## src/rtl/imem_dmem_arbiter.sv

```systemverilog
// Shares one single-port synchronous SRAM between instruction fetch and load/store.
// Data has priority; a streak counter forces a fetch grant after STREAK_MAX back-to-back data wins.
module imem_dmem_arbiter #(
  parameter int ADDR_W     = 12,
  parameter int STREAK_MAX = 4
) (
  input  logic              clk,
  input  logic              rst,
  input  logic              if_req_valid,
  input  logic [31:0]       if_req_addr,
  output logic              if_req_ready,
  input  logic              if_flush,
  output logic              if_rsp_valid,
  output logic [31:0]       if_rsp_data,
  input  logic              d_req_valid,
  input  logic              d_req_we,
  input  logic [31:0]       d_req_addr,
  input  logic [31:0]       d_req_wdata,
  input  logic [3:0]        d_req_wstrb,
  output logic              d_req_ready,
  output logic              d_rsp_valid,
  output logic [31:0]       d_rsp_data,
  output logic              mem_en,
  output logic [3:0]        mem_we,
  output logic [ADDR_W-1:0] mem_addr,
  output logic [31:0]       mem_wdata,
  input  logic [31:0]       mem_rdata
);

  localparam logic [3:0] STREAK_LIM = 4'(STREAK_MAX);

  typedef enum logic [1:0] {NONE, IF_RD, D_RD, D_WR} owner_e;

  owner_e     owner_p1, owner_nxt;
  logic [3:0] streak_p1, streak_nxt;
  logic       gi_p0, gd_p0, gnt_d_p0, gnt_if_p0;

  // Ignored address bits: byte offset and everything above the word index.
  logic unused_addr_bits;
  assign unused_addr_bits = ^{if_req_addr[31:ADDR_W+2], if_req_addr[1:0],
                              d_req_addr[31:ADDR_W+2], d_req_addr[1:0]};

  function automatic logic [3:0] sat_inc(input logic [3:0] v);
    return (v >= STREAK_LIM) ? STREAK_LIM : v + 4'd1;
  endfunction

  // Stage p0: combinational grant and SRAM drive
  always_comb begin
    gi_p0     = if_req_valid & ~if_flush & ~rst;
    gd_p0     = d_req_valid & ~rst;
    gnt_d_p0  = gd_p0 & ~(gi_p0 & (streak_p1 == STREAK_LIM));
    gnt_if_p0 = gi_p0 & ~gnt_d_p0;
  end

  always_comb begin
    if_req_ready = gnt_if_p0;
    d_req_ready  = gnt_d_p0;
    mem_en       = gnt_d_p0 | gnt_if_p0;
    mem_we       = 4'b0000;
    mem_addr     = '0;
    mem_wdata    = '0;
    if (gnt_d_p0) begin
      mem_addr = d_req_addr[ADDR_W+1:2];
      if (d_req_we) begin
        mem_we    = d_req_wstrb;
        mem_wdata = d_req_wdata;
      end
    end else if (gnt_if_p0) begin
      mem_addr = if_req_addr[ADDR_W+1:2];
    end
  end

  always_comb begin
    owner_nxt  = NONE;
    streak_nxt = streak_p1;
    if (gnt_if_p0)                 owner_nxt = IF_RD;
    else if (gnt_d_p0 && d_req_we) owner_nxt = D_WR;
    else if (gnt_d_p0)             owner_nxt = D_RD;

    if (!gi_p0 || gnt_if_p0) streak_nxt = 4'd0;
    else if (gnt_d_p0)       streak_nxt = sat_inc(streak_p1);
  end

  // Stage p1: owner of the access whose read data returns this cycle
  always_ff @(posedge clk or posedge rst) begin
    if (rst) begin
      owner_p1  <= NONE;
      streak_p1 <= 4'd0;
    end else begin
      owner_p1  <= owner_nxt;
      streak_p1 <= streak_nxt;
    end
  end

  always_comb begin
    if_rsp_valid = (owner_p1 == IF_RD) & ~if_flush;
    if_rsp_data  = (owner_p1 == IF_RD) ? mem_rdata : 32'h0;
    d_rsp_valid  = (owner_p1 == D_RD) | (owner_p1 == D_WR);
    d_rsp_data   = (owner_p1 == D_RD) ? mem_rdata : 32'h0;
  end

endmodule

```

## config.mk

```make
export PLATFORM = sky130hd
export DESIGN_NAME = imem_dmem_arbiter
export DESIGN_NICKNAME = d
export VERILOG_FILES = /design/src/rtl/imem_dmem_arbiter.sv
export SDC_FILE = /design/constraint.sdc
export NUM_CORES = 1
export LEC_CHECK = 0
export CAP_MARGIN = 20
export CELL_PAD_IN_SITES_DETAIL_PLACEMENT = 1
export CELL_PAD_IN_SITES_GLOBAL_PLACEMENT = 2
export CORE_AREA = 2 2 122 124
export CTS_CLUSTER_DIAMETER = 30
export DETAILED_ROUTE_END_ITERATION = 12
export DIE_AREA = 0 0 124 126
export GPL_TIMING_DRIVEN = 1
export PLACE_DENSITY = 0.95
export SETUP_SLACK_MARGIN = 0.05
export SLEW_MARGIN = 20
export SYNTH_ARGS = -nofsm -noshare
export SYNTH_HDL_FRONTEND = slang
export SYNTH_SLANG_ARGS = --single-unit
```

## constraint.sdc

```tcl
create_clock -name clk -period 1.61 [get_ports clk]
set_input_delay 0.322 -clock clk [delete_from_list [all_inputs] [get_ports clk]]
set_output_delay 0.322 -clock clk [all_outputs]
set_load 0.02 [all_outputs]
```

==> results.py, run 1 <==
metrics = {
    "status": {
        "outcome": "complete, but fails checks",
        "violations": "setup timing",
    },
    "detailed_routing": {
        "wl_per_cell_um": 16.1,
        "vias_per_cell": 3.90,
        "dr_total_vias": 2458,
        "drt_wl_total_um": 10200,
        "drc": 0,
        "firstDrtPassIters": 4,
        "first_iter_violations": 37,
        "ant_nets": 0,
    },
    "worst_setup_path": {
        "critPathLaunchType": "flip-flop",
        "critPathMaxFanout": 36,
        "cp.arrival_ns": 1.74,
        "crit_type": "flip-flop to output pin",
        "required_ns": 1.29,
        "crit_path_end_kind": "output pin",
    },
    "synth": {
        "synth_xor_area_share_pct": 0,
        "syn-cell-area_um2": 1400,
        "synth_compound_area_share_pct": 20.6,
        "synthMuxAreaShare_pct": 0,
        "yosysWarnings": 0,
        "yosys.area_share.simple_pct": 57.6,
        "synth_top_family_by_area": "simple AND/OR/NAND/NOR gates",
        "ys_ff_latch": 6,
        "syn-instance-count": 192,
        "yosysUniqueCellTypes": 25,
        "synth_nets": 332,
        "synth_fa_ha_area_share_pct": 1.79,
        "yosysSeqAreaShare_pct": 10.7,
        "avgSynthCellArea_um2": 7.28,
    },
    "floorplan": {
        "core_area_um2": 14300,
        "die_h_um": 126,
        "core.rowCount": 44,
        "die_x_um": 124,
        "io_pins": 255,
        "die_area_um2": 15600,
        "start_util_pct": 9.76,
    },
    "clocking": {
        "clockBufferDepth": 2,
        "clkLatencyLatePin_ns": 0.23,
        "htreeDepth": 1,
        "path_clk_slew_ns": 0.03,
        "hold_buffers": 0,
        "cts_buffers": 3,
        "clock-root-buffer": "clkbuf_16",
        "cts_tree": "done",
        "cts.sinks": 6,
    },
    "placed_design": {
        "gp_congestion": 0.771,
        "preCtsSetupSlack_ns": -0.894,
        "dp.cells": 590,
        "place_hpwl_um": 7150,
        "port_buffers": 214,
    },
    "sta": {
        "final-max-slew-violation-count": 0,
        "fin_tns_setup_ns": -27.85,
        "fin_crit_ns": 2.06,
        "fin_skew_ns": 0.00157,
        "max_freq_mhz": 485,
        "post-route-period-util_pct": 128,
        "finalSetupViolations": 107,
        "finalHoldViolations": 0,
        "worst_slack_ns": -0.451,
        "grt_setup_unrepaired": "yes",
    },
    "cells_and_area": {
        "final_common_cell": "buf_6",
        "diodes": 0,
        "nets": 589,
        "layout_common_cells": "buf_6 (132), and2_4 (94), clkdlybuf4s50_1 (93), o211ai_1 (24), buf_4 (24)",
        "area_delta_synth_final_pct": 242,
        "drive_gt1_share_pct": 67.1,
        "fillCellCount": 1634,
        "multi_input_area_um2": 1410,
        "seqCellArea_um2": 150,
        "layout.cells.non_filler": 631,
    },
    "pwr": {
        "peakVddDrop_uv": 240,
        "p_total_uw": 1630,
        "power.leakage_uw": 0.00215,
        "powerDensity_nw_per_um2": 341,
    },
    "grt": {
        "grt_antenna_before_repair": 0,
        "grt_max_degree": 37,
        "grt_pass1_vias": 2696,
        "overflow": 0,
        "grt.total_usage_pct": 11.4,
        "grt_pass1_wl_um": 14000,
    },
    "run": {
        "max-cap-violations": 0,
    },
    "min_path": {
        "holdCritPathClass": "input pin to asynchronous set/reset pin",
    },
}
## area by class of cell
type	instances	area share, %
Clock buffer	3	1.57
Multi-Input combinational cell	162	29.4
Sequential cell	6	3.14
Inverter	4	0.314
Tap cell	184	4.82
Timing Repair Buffer	272	60.7
## flip-flops by register name (all words and copies together) (netlist names)
register and cells:
owner_p1 2, streak_p1 4
## kinds of logic (layout without fill, tap and decap cells)
kind of cell,Yosys count,after routing
flops,6,6
buf+inv,24,279
fa+ha+maj,2,2
other cells,1,1
compound gates,43,43
simple gates,116,116
## power by group
part | switching, uW | total, uW | internal [uW]
clock network | 79.0 | 397 | 318
registers | 5.45 | 162 | 157
logic | 422 | 1070 | 647
total | 506 | 1630 | 1120
## worst paths after layout
kind | slack [ns] | end | depth (start not counted) | from
worst max-delay path | -0.45 | mem_we[1] | 7 | streak_p1[0]$_DFFE_PP0P_
worst min-delay path | 0.28 | owner_p1[0]$_DFF_PP0_ | 3 | rst
worst max register to register | 0.10 | owner_p1[0]$_DFF_PP0_ | 8 | streak_p1[0]$_DFFE_PP0P_
worst min register to register | 0.63 | streak_p1[2]$_DFFE_PP0P_ | 2 | streak_p1[3]$_DFFE_PP0P_
max in group asynchronous | 1.21 | streak_p1[0]$_DFFE_PP0P_ | 3 | rst
min in group clk | 0.63 | streak_p1[2]$_DFFE_PP0P_ | 2 | streak_p1[3]$_DFFE_PP0P_
## stage by stage
stage / instance area (um^2) / hold WS, ns / util, %
final: 4780 / 0.284 / 33.4
after global routing: 4780 / 0.329 / 33.4
after floorplan: 1480 / 0.316 / -
after global placement: 3910 / 0.550 / 27.3
after detailed placement: 3910 / 0.577 / 27.3
after CTS: 4330 / 0.288 / 30.3
## routing by layer
layer / track usage (%) / wire (um)
met2: 23.3 / 5820
met3: 4.39 / 1010
met4: 1.12 / 21
met1: 10.8 / 3330
met5: 0 / 0
## synth_stat cells
master	number	area share, %
and2_1	72	32
and2_4	30	19
o211ai_1	24	13
a21oi_1	15	5.4
clkbuf_1	11	3.0
dfrtp_1	6	11
buf_2	5	1.8
buf_6	4	3.2
inv_1	4	1.1
nor2b_1	3	1.3
a211oi_1	2	1.1
ha_1	2	1.8
nand2_1	2	0.54
and2b_1	1	0.54
and3b_1	1	0.63
conb_1	1	0.27
nand2b_1	1	0.45
nand2b_4	1	0.98
nand3b_1	1	0.54
nor2_1	1	0.27
nor3_1	1	0.36
nor4_1	1	0.45
o2111a_2	1	0.90
o21ai_0	1	0.36
or2_2	1	0.45
## worst max-delay path: stages (launching register included)
cell      delay, ns
dfrtp_1        0.38
inv_2          0.09
ha_4           0.14
nand3b_1       0.11
o2111a_2       0.29
buf_12         0.16
and2_1         0.17
buf_2          0.15
## repair_timing
item                       CTS  global route
pin swaps                   18            47
gates resized for setup    619           192
gates cloned                 5             2
setup buffers               23            16
hold endpoints to repair     0             0
setup endpoints to repair  117           117
No activity file was read; power rests on OpenSTA's default activity.
==> inputs of run 2 (changes only) <==
--- a/config.mk
+++ b/config.mk
@@ -13,9 +13,9 @@
 export DETAILED_ROUTE_END_ITERATION = 12
 export DIE_AREA = 0 0 124 126
 export GPL_TIMING_DRIVEN = 1
-export PLACE_DENSITY = 0.95
-export SETUP_SLACK_MARGIN = 0.05
-export SLEW_MARGIN = 20
+export PLACE_DENSITY_LB_ADDON = 0.1
+export SETUP_SLACK_MARGIN = 0.1
+export SLEW_MARGIN = 5
 export SYNTH_ARGS = -nofsm -noshare
 export SYNTH_HDL_FRONTEND = slang
 export SYNTH_SLANG_ARGS = --single-unit
==> results.py, run 2 (synthesis results as in run 1) <==
metrics = {
    "sta": {
        "final-max-slew-violation-count": 0,
        "finalSetupViolations": 99,
        "worst_slack_ns": -0.442,
        "finalHoldViolations": 0,
        "fin_tns_setup_ns": -25.75,
        "post-route-period-util_pct": 127,
        "max_freq_mhz": 487,
        "fin_skew_ns": 0.00101,
        "grt_setup_unrepaired": "yes",
        "fin_crit_ns": 2.05,
    },
    "cells_and_area": {
        "final_common_cell": "buf_6",
        "nets": 588,
        "largest_reg_flops": 4,
        "layout.cells.non_filler": 630,
        "drive_gt1_share_pct": 67.5,
        "fillCellCount": 1628,
        "layout_common_cells": "buf_6 (117), and2_4 (95), clkdlybuf4s50_1 (93), buf_4 (28), o211ai_1 (24)",
        "area_delta_synth_final_pct": 242,
        "diodes": 0,
        "largest_register": "streak_p1",
        "top_regs": "streak_p1 x4, owner_p1 x2",
    },
    "worst_setup_path": {
        "required_ns": 1.29,
        "critPathLaunchType": "flip-flop",
        "crit_path_end_kind": "output pin",
        "crit_type": "flip-flop to output pin",
        "critPathMaxFanout": 36,
        "cp.arrival_ns": 1.73,
    },
    "placed_design": {
        "place_hpwl_um": 7100,
        "gp_congestion": 0.671,
        "port_buffers": 214,
        "dp.cells": 593,
    },
    "floorplan": {
        "io_pins": 255,
        "die_area_um2": 15600,
        "die_h_um": 126,
        "core_area_um2": 14300,
        "core.rowCount": 44,
        "die_x_um": 124,
        "start_util_pct": 9.76,
    },
    "status": {
        "violations": "setup timing",
        "outcome": "complete, but fails checks",
    },
    "detailed_routing": {
        "wl_per_cell_um": 15.2,
        "drt_wl_total_um": 9550,
        "vias_per_cell": 3.76,
        "ant_nets": 0,
        "firstDrtPassIters": 4,
        "first_iter_violations": 45,
        "drc": 0,
        "dr_total_vias": 2371,
    },
    "clocking": {
        "htreeDepth": 1,
        "clkLatencyLatePin_ns": 0.22,
        "hold_buffers": 0,
        "clock-root-buffer": "clkbuf_16",
        "cts.sinks": 6,
        "cts_tree": "done",
        "cts_buffers": 3,
        "clockBufferDepth": 2,
        "path_clk_slew_ns": 0.03,
    },
    "grt": {
        "grt_antenna_before_repair": 0,
        "grt_pass1_vias": 2462,
        "grt_pass1_wl_um": 13400,
        "grt_max_degree": 37,
        "grt.total_usage_pct": 11.0,
        "overflow": 0,
    },
    "pwr": {
        "peakVddDrop_uv": 249,
        "p_total_uw": 1620,
        "power.leakage_uw": 0.00215,
        "powerDensity_nw_per_um2": 339,
    },
    "min_path": {
        "holdCritPathClass": "input pin to asynchronous set/reset pin",
    },
    "run": {
        "max-cap-violations": 0,
    },
}
-- run 2: cell types whose count changed in the layout (fill, tap and decap cells not counted), sizes merged --
cell and change:
buf +2, dlygate4sd2 -2, bufbuf -1
-- run 2: per-layer routing --
layer,up-vias,GRT usage (%),wire (um)
li1,1142,-,-
met1,1088,11.6,3350
met2,141,21.0,4990
met3,0,4.94,1210
met4,0,0.397,0
met5,-,0,0
-- run 2: layout make-up --
type | count | area, um^2 | area share (%)
inverter | 4 | 15.0 | 0.314
tap | 184 | 230 | 4.81
sequential | 6 | 150 | 3.14
clock buffer | 3 | 75.1 | 1.57
multi-input combinational | 162 | 1410 | 29.4
timing repair buffer | 271 | 2910 | 60.8
-- run 2: critical path: stages (launching register included) --
cell      delay [ns]
dfrtp_1         0.37
inv_2           0.08
ha_4            0.14
nand3b_1        0.12
o2111a_2        0.30
buf_12          0.17
and2_4          0.16
buf_2           0.15
-- run 2: repair_timing --
item,CTS,global route
pin swaps,19,50
cloned,4,2
resized for setup,697,104
setup endpoints to repair,119,117
setup buffers,23,10
-- run 2: path summary, 6_finish.rpt --
| path | from | to | slack (ns) | cells past startpoint |
|---|---|---|---|---|
| max in group asynchronous | rst | streak_p1[3]$_DFFE_PP0P_ | 1.20 | 3 |
| setup / recovery | streak_p1[0]$_DFFE_PP0P_ | mem_wdata[12] | -0.44 | 7 |
| hold reg to reg | streak_p1[0]$_DFFE_PP0P_ | streak_p1[0]$_DFFE_PP0P_ | 0.58 | 2 |
| min in group clk | d_req_valid | owner_p1[0]$_DFF_PP0_ | 0.55 | 4 |
| setup reg to reg | streak_p1[0]$_DFFE_PP0P_ | owner_p1[0]$_DFF_PP0_ | 0.25 | 7 |
| hold / removal | rst | owner_p1[1]$_DFF_PP0_ | 0.29 | 3 |
-- run 2: per-stage QoR --
| step | utilization [%] | setup slack [ns] | cell area, um^2 | hold WS (ns) |
|---|---|---|---|---|
| 5_1_grt | 33.4 | -0.540 | 4780 | 0.311 |
| 2_1_floorplan | - | -0.0529 | 1480 | 0.316 |
| 3_5_place_dp | 27.4 | -1.13 | 3930 | 0.556 |
| 4_1_cts | 31.2 | -0.501 | 4470 | 0.288 |
| 6_report | 33.4 | -0.442 | 4780 | 0.290 |
| 3_3_place_gp | 27.4 | -1.07 | 3930 | 0.545 |
-- run 2: where the power goes --
part	internal [uW]	switching (uW)
Clock	318	79.0
Combinational	653	412
Sequential	157	4.09
Total	1130	495
